==> config.mk <==
export PLATFORM = sky130hd
export DESIGN_NAME = ccr_cond_resolver
export DESIGN_NICKNAME = d
export VERILOG_FILES = /design/src/rtl/ccr_cond_resolver.sv
export SDC_FILE = /design/constraint.sdc
export NUM_CORES = 1
export LEC_CHECK = 0
export CORE_AREA = 2 2 49 51
export CTS_CLUSTER_SIZE = 8
export DETAILED_ROUTE_END_ITERATION = 10
export DIE_AREA = 0 0 51 53
export PLACE_DENSITY = 0.71
export SETUP_SLACK_MARGIN = 0.1
export SYNTH_ARGS = -nofsm -noshare
export SYNTH_HDL_FRONTEND = slang
export SYNTH_SLANG_ARGS = --single-unit
export TNS_END_PERCENT = 30
==> constraint.sdc <==
create_clock -name clock -period 3.29 [get_ports clock]
set_input_delay 0.658 -clock clock [delete_from_list [all_inputs] [get_ports clock]]
set_output_delay 0.658 -clock clock [all_outputs]
set_load 0.05 [all_outputs]
==> src/rtl/ccr_cond_resolver.sv <==
// Conditional-execute resolver: decides commit/squash for IF_CARRY/IF_ZERO instructions
// from CCR flags, counting in-flight flag writers and stalling until the flags are final.
module ccr_cond_resolver #(
  parameter int TAG_W    = 4,
  parameter int PEND_MAX = 3
) (
  input  logic                            clock,
  input  logic                            reset,
  input  logic                            issue_valid,
  output logic                            issue_ready,
  input  logic [1:0]                      issue_cond,
  input  logic                            issue_setflag,
  input  logic [TAG_W-1:0]                issue_tag,
  input  logic                            ccr_carry,
  input  logic                            ccr_zero,
  input  logic                            flag_wr_valid,
  input  logic                            flag_wr_carry,
  input  logic                            flag_wr_zero,
  input  logic                            flush,
  output logic                            res_valid,
  output logic                            res_pass,
  output logic [TAG_W-1:0]                res_tag,
  output logic [$clog2(PEND_MAX+1)-1:0]   pend_cnt,
  output logic                            err_underflow
);

  localparam int CNT_W = $clog2(PEND_MAX + 1);

  typedef enum logic {S_IDLE, S_WAIT} state_t;
  typedef enum logic [1:0] {
    COND_ALWAYS = 2'b00,
    COND_CARRY  = 2'b01,
    COND_ZERO   = 2'b10,
    COND_NEVER  = 2'b11
  } cond_t;

  state_t             state, next_state;
  logic [1:0]         held_cond;
  logic               held_setflag;
  logic [TAG_W-1:0]   held_tag;

  logic               dec, inc, rslv, accept, latch, res_fire, res_pass_d;
  logic               eff_carry, eff_zero;
  logic [TAG_W-1:0]   res_tag_d;
  logic [CNT_W-1:0]   pend_after_dec;

  // A flag write landing this edge is forwarded so the dependent instruction
  // resolves in the same cycle the write retires.
  assign eff_carry      = flag_wr_valid ? flag_wr_carry : ccr_carry;
  assign eff_zero       = flag_wr_valid ? flag_wr_zero  : ccr_zero;
  assign dec            = flag_wr_valid && (pend_cnt != '0);
  assign rslv           = (pend_cnt == '0) || ((pend_cnt == CNT_W'(1)) && flag_wr_valid);
  assign pend_after_dec = pend_cnt - CNT_W'(dec);

  function automatic logic eval_cond(input logic [1:0] c, input logic cy, input logic z);
    case (cond_t'(c))
      COND_ALWAYS: eval_cond = 1'b1;
      COND_CARRY:  eval_cond = cy;
      COND_ZERO:   eval_cond = z;
      default:     eval_cond = 1'b0;
    endcase
  endfunction

  always_comb begin
    // NOTE: every output of this block gets a default first so no path leaves it unassigned (no latches).
    next_state  = state;
    issue_ready = 1'b0;
    accept      = 1'b0;
    latch       = 1'b0;
    res_fire    = 1'b0;
    res_pass_d  = 1'b0;
    res_tag_d   = '0;
    inc         = 1'b0;
    case (state)
      S_IDLE: begin
        issue_ready = !(issue_setflag && (pend_after_dec == CNT_W'(PEND_MAX)));
        accept      = issue_valid && issue_ready;
        if (accept) begin
          if (cond_t'(issue_cond) == COND_ALWAYS || cond_t'(issue_cond) == COND_NEVER || rslv) begin
            res_fire   = 1'b1;
            res_pass_d = eval_cond(issue_cond, eff_carry, eff_zero);
            res_tag_d  = issue_tag;
            inc        = issue_setflag;
          end else begin
            latch      = 1'b1;
            next_state = S_WAIT;
          end
        end
      end
      S_WAIT: begin
        if (flush) begin
          next_state = S_IDLE;
        end else if (rslv) begin
          res_fire   = 1'b1;
          res_pass_d = eval_cond(held_cond, eff_carry, eff_zero);
          res_tag_d  = held_tag;
          inc        = held_setflag;
          next_state = S_IDLE;
        end
      end
      default: next_state = S_IDLE;
    endcase
  end

  // NOTE: all state below updates with non-blocking assignments so every register samples pre-edge values.
  always_ff @(posedge clock or posedge reset) begin
    if (reset) begin
      state         <= S_IDLE;
      held_cond     <= 2'b00;
      held_setflag  <= 1'b0;
      held_tag      <= '0;
      res_valid     <= 1'b0;
      res_pass      <= 1'b0;
      res_tag       <= '0;
      pend_cnt      <= '0;
      err_underflow <= 1'b0;
    end else begin
      state     <= next_state;
      res_valid <= res_fire;
      if (res_fire) begin
        res_pass <= res_pass_d;
        res_tag  <= res_tag_d;
      end
      if (latch) begin
        held_cond    <= issue_cond;
        held_setflag <= issue_setflag;
        held_tag     <= issue_tag;
      end
      // Simultaneous resolve and retire leaves the count unchanged.
      if (inc && !dec && (pend_cnt != CNT_W'(PEND_MAX)))
        pend_cnt <= pend_cnt + CNT_W'(1);
      else if (dec && !inc)
        pend_cnt <= pend_cnt - CNT_W'(1);
      if (flag_wr_valid && (pend_cnt == '0))
        err_underflow <= 1'b1;
    end
  end

endmodule

Word level (Yosys, flattened, before mapping):

Cells that the tools add are included.

* add/sub/neg operators: 3
* eq/ne operators: 8
* muxes and demuxes: 33
* bitwise gates (word level): 1
* reductions and logical operators: 19

Operators by type and width (number)
* 1-bit 2-to-1 mux: 20
* 4-bit 2-to-1 mux: 4
* 2-bit == test (second input constant): 4
* 1-bit logical AND: 8
* 1-bit one-hot mux with 2 select lines: 4
* 4-bit one-hot mux with 2 select lines: 1
* 2-bit by 1-bit == test with 1-bit output (second input constant): 3
* 2-bit logical NOT: 3
* 1-bit one-hot mux with 3 select lines: 2
* 2-bit 2-to-1 mux: 2
* 2-bit nonzero test: 2
* 1-bit logical NOT: 3
* 1-bit logical OR: 3
* 2-bit by 1-bit adder with 2-bit output (second input constant): 1
* 2-bit != test (second input constant): 1
* 2-bit by 1-bit subtractor with 2-bit output: 1
* 2-bit by 1-bit subtractor with 2-bit output (second input constant): 1
* 1-bit NOT: 1

* bits in registers: 17
* input port bits: 16
* output and inout bits: 10

Longest topological paths before layout:

Gate-level depths: netlist of the first run.

* depth after elaboration: 13
* gate-level depth with buffers: 10
* depth with buffers taken out: 9

Least setup slack after synthesis of the first run:

No wires, ideal clock.

* kind: reg-to-reg
* start: register pend_cnt[1]
* end: register pend_cnt[1]
* arrival: 2569 ps
* required time: 3194 ps
* slack: 625 ps
* cell stages (with the launch flop): 9
* path buffers: 0
* period minus slack after synthesis: 2665 ps
* path through: dfrtp_1 -> inv_1 -> ha_1 -> nor2b_1 -> ha_1 -> o311a_4 -> a32o_2 -> a221o_1 -> o31ai_1

* cells in the longest elaborated chain, start to end: 12

Ends and longest elaborated chain
* from (decl): line 23 `output logic [$clog2(PEND_MAX+1)-1:0] pend_cnt,`
* from (signal assigned): line 131 `pend_cnt <= pend_cnt + CNT_W'(1);`
* from (signal assigned): line 133 `pend_cnt <= pend_cnt - CNT_W'(1);`
* 2-bit nonzero test: line 51 `assign dec = flag_wr_valid && (pend_cnt != '0);`
* 1-bit logical AND: line 51
* 2-bit by 1-bit subtractor with 2-bit output: line 53 `assign pend_after_dec = pend_cnt - CNT_W'(dec);`
* 2-bit == test: line 76 `issue_ready = !(issue_setflag && (pend_after_dec == CNT_W'(PEND_MAX)));`
* 1-bit logical AND: line 76
* 1-bit logical NOT: line 76
* 1-bit logical AND: line 77 `accept = issue_valid && issue_ready;`
* 1-bit 2-to-1 mux: line 78 `if (accept) begin`
* 1-bit one-hot mux with 2 select lines: line 74 `case (state)`
* 1-bit logical AND or 1-bit logical NOT (tied branches): line 130, 132
* 1-bit logical AND, on equally long branches: line 130, 132
* 2-bit 2-to-1 mux or 2-bit nonzero test (tied branches)

Several ways; a longest one is shown, not always the timed one. The select of a mux whose other input is x is not followed.
A chain may end at the register's enable or synchronous reset.

Worst setup path in the final report of the first run:

* start: input port flag_wr_valid
* end: output port issue_ready

* cells in the longest elaborated chain, start to end: 6

Ends and longest elaborated chain
* from (decl): line 16 `input logic flag_wr_valid,`
* 1-bit logical AND: line 51
* 2-bit by 1-bit subtractor with 2-bit output: line 53
* 2-bit == test: line 76
* 1-bit logical AND: line 76
* 1-bit logical NOT: line 76
* 1-bit 2-to-1 mux: line 74
* to (decl): line 10 `output logic issue_ready,`

No other way between the ends.

==> results of run 1 <==
## area by class of cell
type / instances / share of cell area
clock inverters: 1 / 0.00388
repair buffers: 27 / 0.214
well taps: 28 / 0.0272
clock buffers: 3 / 0.0175
multi-input cells: 60 / 0.367
inverters: 14 / 0.0408
flip-flops and latches: 17 / 0.330
## sequential cells by signal, indices dropped and copies added, names as in the netlist
name           count
err_underflow      1
held_cond          2
held_setflag       1
held_tag           4
pend_cnt           2
res_pass           1
res_tag            4
res_valid          1
state              1
## layer usage
| metal | vias up | wire (µm) | track usage |
|---|---|---|---|
| met2 | 18 | 987 | 0.288 |
| met1 | 366 | 815 | 0.185 |
| met5 | - | 0 | 0 |
| met4 | 0 | 30 | 0.0946 |
| li1 | 374 | - | - |
| met3 | 3 | 76 | 0.0339 |
## metrics by stage
stage               utilization  setup slack, ps
finish                    0.600              384
global route              0.600              287
floorplan                     -              625
CTS                       0.600              368
global placement          0.587              387
detailed placement        0.587              320
## power by group through the flow
stage	clock network [W]	logic (W)	registers (W)
5_1_grt	0.000133	0.000761	0.000382
4_1_cts	0.000120	0.000707	0.000371
3_3_place_gp	0	0.000692	0.000373
6_report	0.000117	0.000699	0.000370
2_1_floorplan	0	0.000336	0.000529
3_5_place_dp	0	0.000702	0.000377
## placed cells by master (no fill, tap or decap), types with 2 or more instances in the layout
cell type	netlist	final
clkbuf_4	0	3
a21oi_1	3	3
o21ai_0	2	2
buf_4	0	2
o31ai_1	3	3
mux2i_1	2	2
mux2_2	6	6
inv_1	14	14
nor2_1	3	3
ha_1	8	8
clkdlybuf4s50_1	0	24
nor2b_1	2	2
xnor2_1	2	2
nand2_1	12	12
a22oi_1	4	4
dfrtp_1	17	17
a31o_2	2	2
## final timing paths
check                      cells past startpoint            end  slack [ps]     startpoint
max                                            5    issue_ready         380  flag_wr_valid
min                                            1  err_underflow         470  err_underflow
max reg2reg                                    9    held_tag[2]         710    pend_cnt[1]
min reg2reg                                    1  err_underflow         470  err_underflow
max in group asynchronous                      2    held_tag[1]        2160          reset
min in group asynchronous                      2    pend_cnt[1]         720          reset
## cells by family (layout without fill, tap and decap cells)
group	Yosys count	count (layout)	synth area share
compound gates	23	23	0.194
xor+xnor	2	2	0.0183
fa+ha+maj	8	8	0.105
buf+inv	15	45	0.0602
flops	17	17	0.445
mux	8	8	0.0916
simple gates	19	19	0.0864
==> impl_metrics.ini, run 1 <==
[timing]
rsz0062_at_grt = no
period_share = 0.883
worst_pin_slew_ps = 634
relSlewSlack = 0.577
finalMaxSlewViolations = 0
hold_viol = 0
tns_ps = 0
setup_viol = 0
fmax_mhz = 344
fin_crit_ps = 2910
fin_hold_ws_ps = 466
skew_ps = 4.65

[yosys]
synthTopCellsByArea = dfrtp_1, ha_1, mux2_2, inv_1, nand2_1
yosys_most_used_dff = dfrtp_1
synth_largest_area_cell = dfrtp_1
netlist_area_um2 = 956
synth_top_area_share = 0.445
yosys_warnings = 0
seq_area_frac_synth = 0.445
synth_edf_count = 0
netlist_top_cells_count = dfrtp_1, inv_1, nand2_1
ys_types = 26
ys_ff_latch = 17
yosysMostFrequentCell = dfrtp_1
synth-async-reset-ratio = 1.00
syn_nets = 116
syn_area_per_cell_um2 = 10.4
syn_inst = 92

[flow_run]
cap_violations = 0

[cells_and_area]
stdcell_area_um2 = 1290
drive_above_1_share = 0.156
multiInputGateArea_um2 = 473
fin_nets = 147
antennaDiodeCount = 0
final-seq-area_um2 = 425
fin_cells = 150
syn2layout_area_growth_pct = 34.8
fillers = 194

[critical_path]
critical_path_class = in2out
cpMaxStageDelayCell = clkdlybuf4s50_1
crit_buf_inv = 2
startpoint_type = input port
worstPathRequired_ps = 2630
crit_family = buffers and inverters
worstPathArrival_ps = 2250
endpoint_kind = primary output
critPathMaxFanout = 4
timing.critical_path.slowest_cell_delay_ps = 470
crit_chain = clkdlybuf4s50_1 -> nor2b_1 -> ha_1 -> o31a_2 -> buf_4

[pwr]
power_frac_seq = 0.312
clkPwrFrac = 0.099
p_per_area_nw_per_um2 = 920
vdd_drop_max_mv = 0.424
power_frac_comb = 0.589
p_int_w = 0.000637
netSwitchingPower_w = 0.000548
switching_share = 0.462
p_total_w = 0.00119
p_leak_nw = 0.598

[detailed_routing]
route.detailed.drc = 0
routedWlPerCell_um = 12.7
drt_iter0_markers = 2
vias_per_cell = 5.07
first_pass_iters = 4
antenna_left = 0
vias = 761
wl_mm = 1.91

[floorplan]
std_cell_rows = 17
core_area_um2 = 2150
dieHeight_um = 53
initial_utilization = 0.445
dieArea_um2 = 2700
die_width_um = 51
io-pin-count = 26

[global_route]
first_global_vias = 739
track_usage = 0.164
antenna_found_initial = 0
grt-ovfl-total = 0
grt_pass1_wl_mm = 3.21
grt_max_degree = 18

[place]
gp_congestion = 0.787
dp_cells = 146
post-dp-hpwl_mm = 1.49
postPlaceCellArea_um2 = 1260
portBuffers = 25

[cts]
cts_tree = done
clkSinkCount = 17
clk_pin_slew_ps = 110
clk-insertion-delay-late_ps = 300
postCtsSetupRepairBufs = 0
cts_resized = 0
holdBufCountCts = 0
clockBufferDepth = 2
h-tree-depth = 1
cts-root-buf = clkbuf_4
numCtsBuffers = 3

[status]
status = completed

[hold_path]
hp-class = reg2reg
Note: power is estimated with default switching activity, not from simulation.
==> inputs of run 2 (changes only) <==
--- a/config.mk
+++ b/config.mk
@@ -11,6 +11,7 @@
 export DIE_AREA = 0 0 51 53
 export PLACE_DENSITY = 0.71
 export SETUP_SLACK_MARGIN = 0.1
+export SLEW_MARGIN = 20
 export SYNTH_ARGS = -nofsm -noshare
 export SYNTH_HDL_FRONTEND = slang
 export SYNTH_SLANG_ARGS = --single-unit
==> results of run 2 <==
Same layout as run 1: the final DEF is identical, and so are final timing and power.
==> inputs of run 3 (changes only) <==
--- a/config.mk
+++ b/config.mk
@@ -9,6 +9,7 @@
 export CTS_CLUSTER_SIZE = 8
 export DETAILED_ROUTE_END_ITERATION = 10
 export DIE_AREA = 0 0 51 53
+export GPL_TIMING_DRIVEN = 0
 export PLACE_DENSITY = 0.71
 export SETUP_SLACK_MARGIN = 0.1
 export SLEW_MARGIN = 20
==> impl_metrics.ini, run 3 (synthesized netlist as in run 1, its figures left out) <==
[status]
status = completed

[critical_path]
crit_buf_inv = 2
crit_family = buffers and inverters
rrSetupSlack_ps = 880
timing.critical_path.slowest_cell_delay_ps = 580
startpoint_type = input port
critPathMaxFanout = 5
endpoint_kind = primary output
cpMaxStageDelayCell = clkdlybuf4s50_1
worstPathArrival_ps = 2400
critical_path_class = in2out
crit_chain = clkdlybuf4s50_1 -> nor2b_4 -> ha_1 -> o31a_2 -> clkdlybuf4s15_2
r2r-end = pend_cnt[1]
worst_r2r_startpoint = pend_cnt[1]
r2r_cells = 8
worstPathRequired_ps = 2630

[floorplan]
dieArea_um2 = 2700
core_area_um2 = 2150
die_width_um = 51
dieHeight_um = 53
io-pin-count = 26
std_cell_rows = 17
initial_utilization = 0.445

[pwr]
p_leak_nw = 0.594
vdd_drop_max_mv = 0.507
p_per_area_nw_per_um2 = 922
p_total_w = 0.00118

[cts]
clkSinkCount = 17
holdBufCountCts = 0
cts-root-buf = clkbuf_4
clockBufferDepth = 2
clk_pin_slew_ps = 100
h-tree-depth = 1
numCtsBuffers = 3
clk-insertion-delay-late_ps = 290
cts_tree = done
postCtsSetupRepairBufs = 0

[cells_and_area]
layout_commonest_cell = clkdlybuf4s50_1
fin_nets = 146
drive_above_1_share = 0.149
syn2layout_area_growth_pct = 33.5
fillers = 191
antennaDiodeCount = 0
final_cell_mix = clkdlybuf4s50_1, dfrtp_1, inv_1, nand2_1, ha_1
reg_top3 = held_tag (4), res_tag (4)

[flow_run]
cap_violations = 0

[global_route]
grt-ovfl-total = 0
first_global_vias = 755
antenna_found_initial = 0
grt_max_degree = 18
grt_pass1_wl_mm = 3.22
track_usage = 0.165

[timing]
worst_pin_slew_ps = 639
skew_ps = 4.24
layout_setup_ws_ps = 233
fin_crit_ps = 3060
rsz0062_at_grt = no
hold_viol = 0
fmax_mhz = 327
relSlewSlack = 0.574
period_share = 0.929
setup_viol = 0
finalMaxSlewViolations = 0

[hold_path]
hp-class = reg2reg
min-delay-start = err_underflow
whs_endpoint = err_underflow
holdPathStages = 1

[detailed_routing]
route.detailed.drc = 0
vias = 758
first_pass_iters = 3
wl_mm = 1.88
vias_per_cell = 5.09
routedWlPerCell_um = 12.6
antenna_left = 0
drt_iter0_markers = 1

[place]
dp_slack_ps = -272
portBuffers = 25
post-dp-hpwl_mm = 1.44
gp_congestion = 0.764
-- run 3: layer usage --
layer	share of wire	wire length (µm)	track usage
met1	0.43	811	0.191
met4	0.015	29	0.0811
met2	0.52	987	0.294
met3	0.029	55	0.0254
met5	0	0	0
-- run 3: timing repair --
action | CTS | global route
setup endpoints to repair | 1 | 1
gates resized for setup | 4 | 1
cloned | 0 | 0
-- run 3: cell type report --
class,instances,area (µm²),share of cell area
plain buffers,1,5.00,0.00392
clock buffers,4,26.3,0.0206
repair buffers,25,251,0.197
flip-flops and latches,17,425,0.333
inverters,14,52.6,0.0412
well taps,28,35.0,0.0275
multi-input cells,60,480,0.376
-- run 3: worst max path at each step --
stage,startpoint,end,slack [ps],cells after the start
after floorplan,pend_cnt[1],pend_cnt[1],630,8
after global placement,flag_wr_valid,issue_ready,-240,5
after detailed placement,flag_wr_valid,issue_ready,-270,5
after CTS,flag_wr_valid,issue_ready,180,5
after global routing,flag_wr_valid,issue_ready,130,5
final,flag_wr_valid,issue_ready,230,5
-- run 3: through the flow --
stage | hold WS [ps] | util | std cells | TNS, ps | area (µm²)
after CTS | 472 | 0.592 | 149 | 0 | 1270
after global placement | 441 | 0.578 | 145 | -242 | 1240
final | 470 | 0.594 | 149 | 0 | 1280
after global routing | 503 | 0.594 | 149 | 0 | 1280
after detailed placement | 448 | 0.578 | 145 | -272 | 1240
after floorplan | 458 | - | 92 | 0 | 956
-- run 3: power by group --
group / leakage [nW] / switching (W) / internal [W]
logic: 0.374 / 0.000415 / 0.000279
registers: 0.204 / 0.0000642 / 0.000307
clock network: 0.0150 / 0.0000647 / 0.0000472
total: 0.594 / 0.000544 / 0.000633
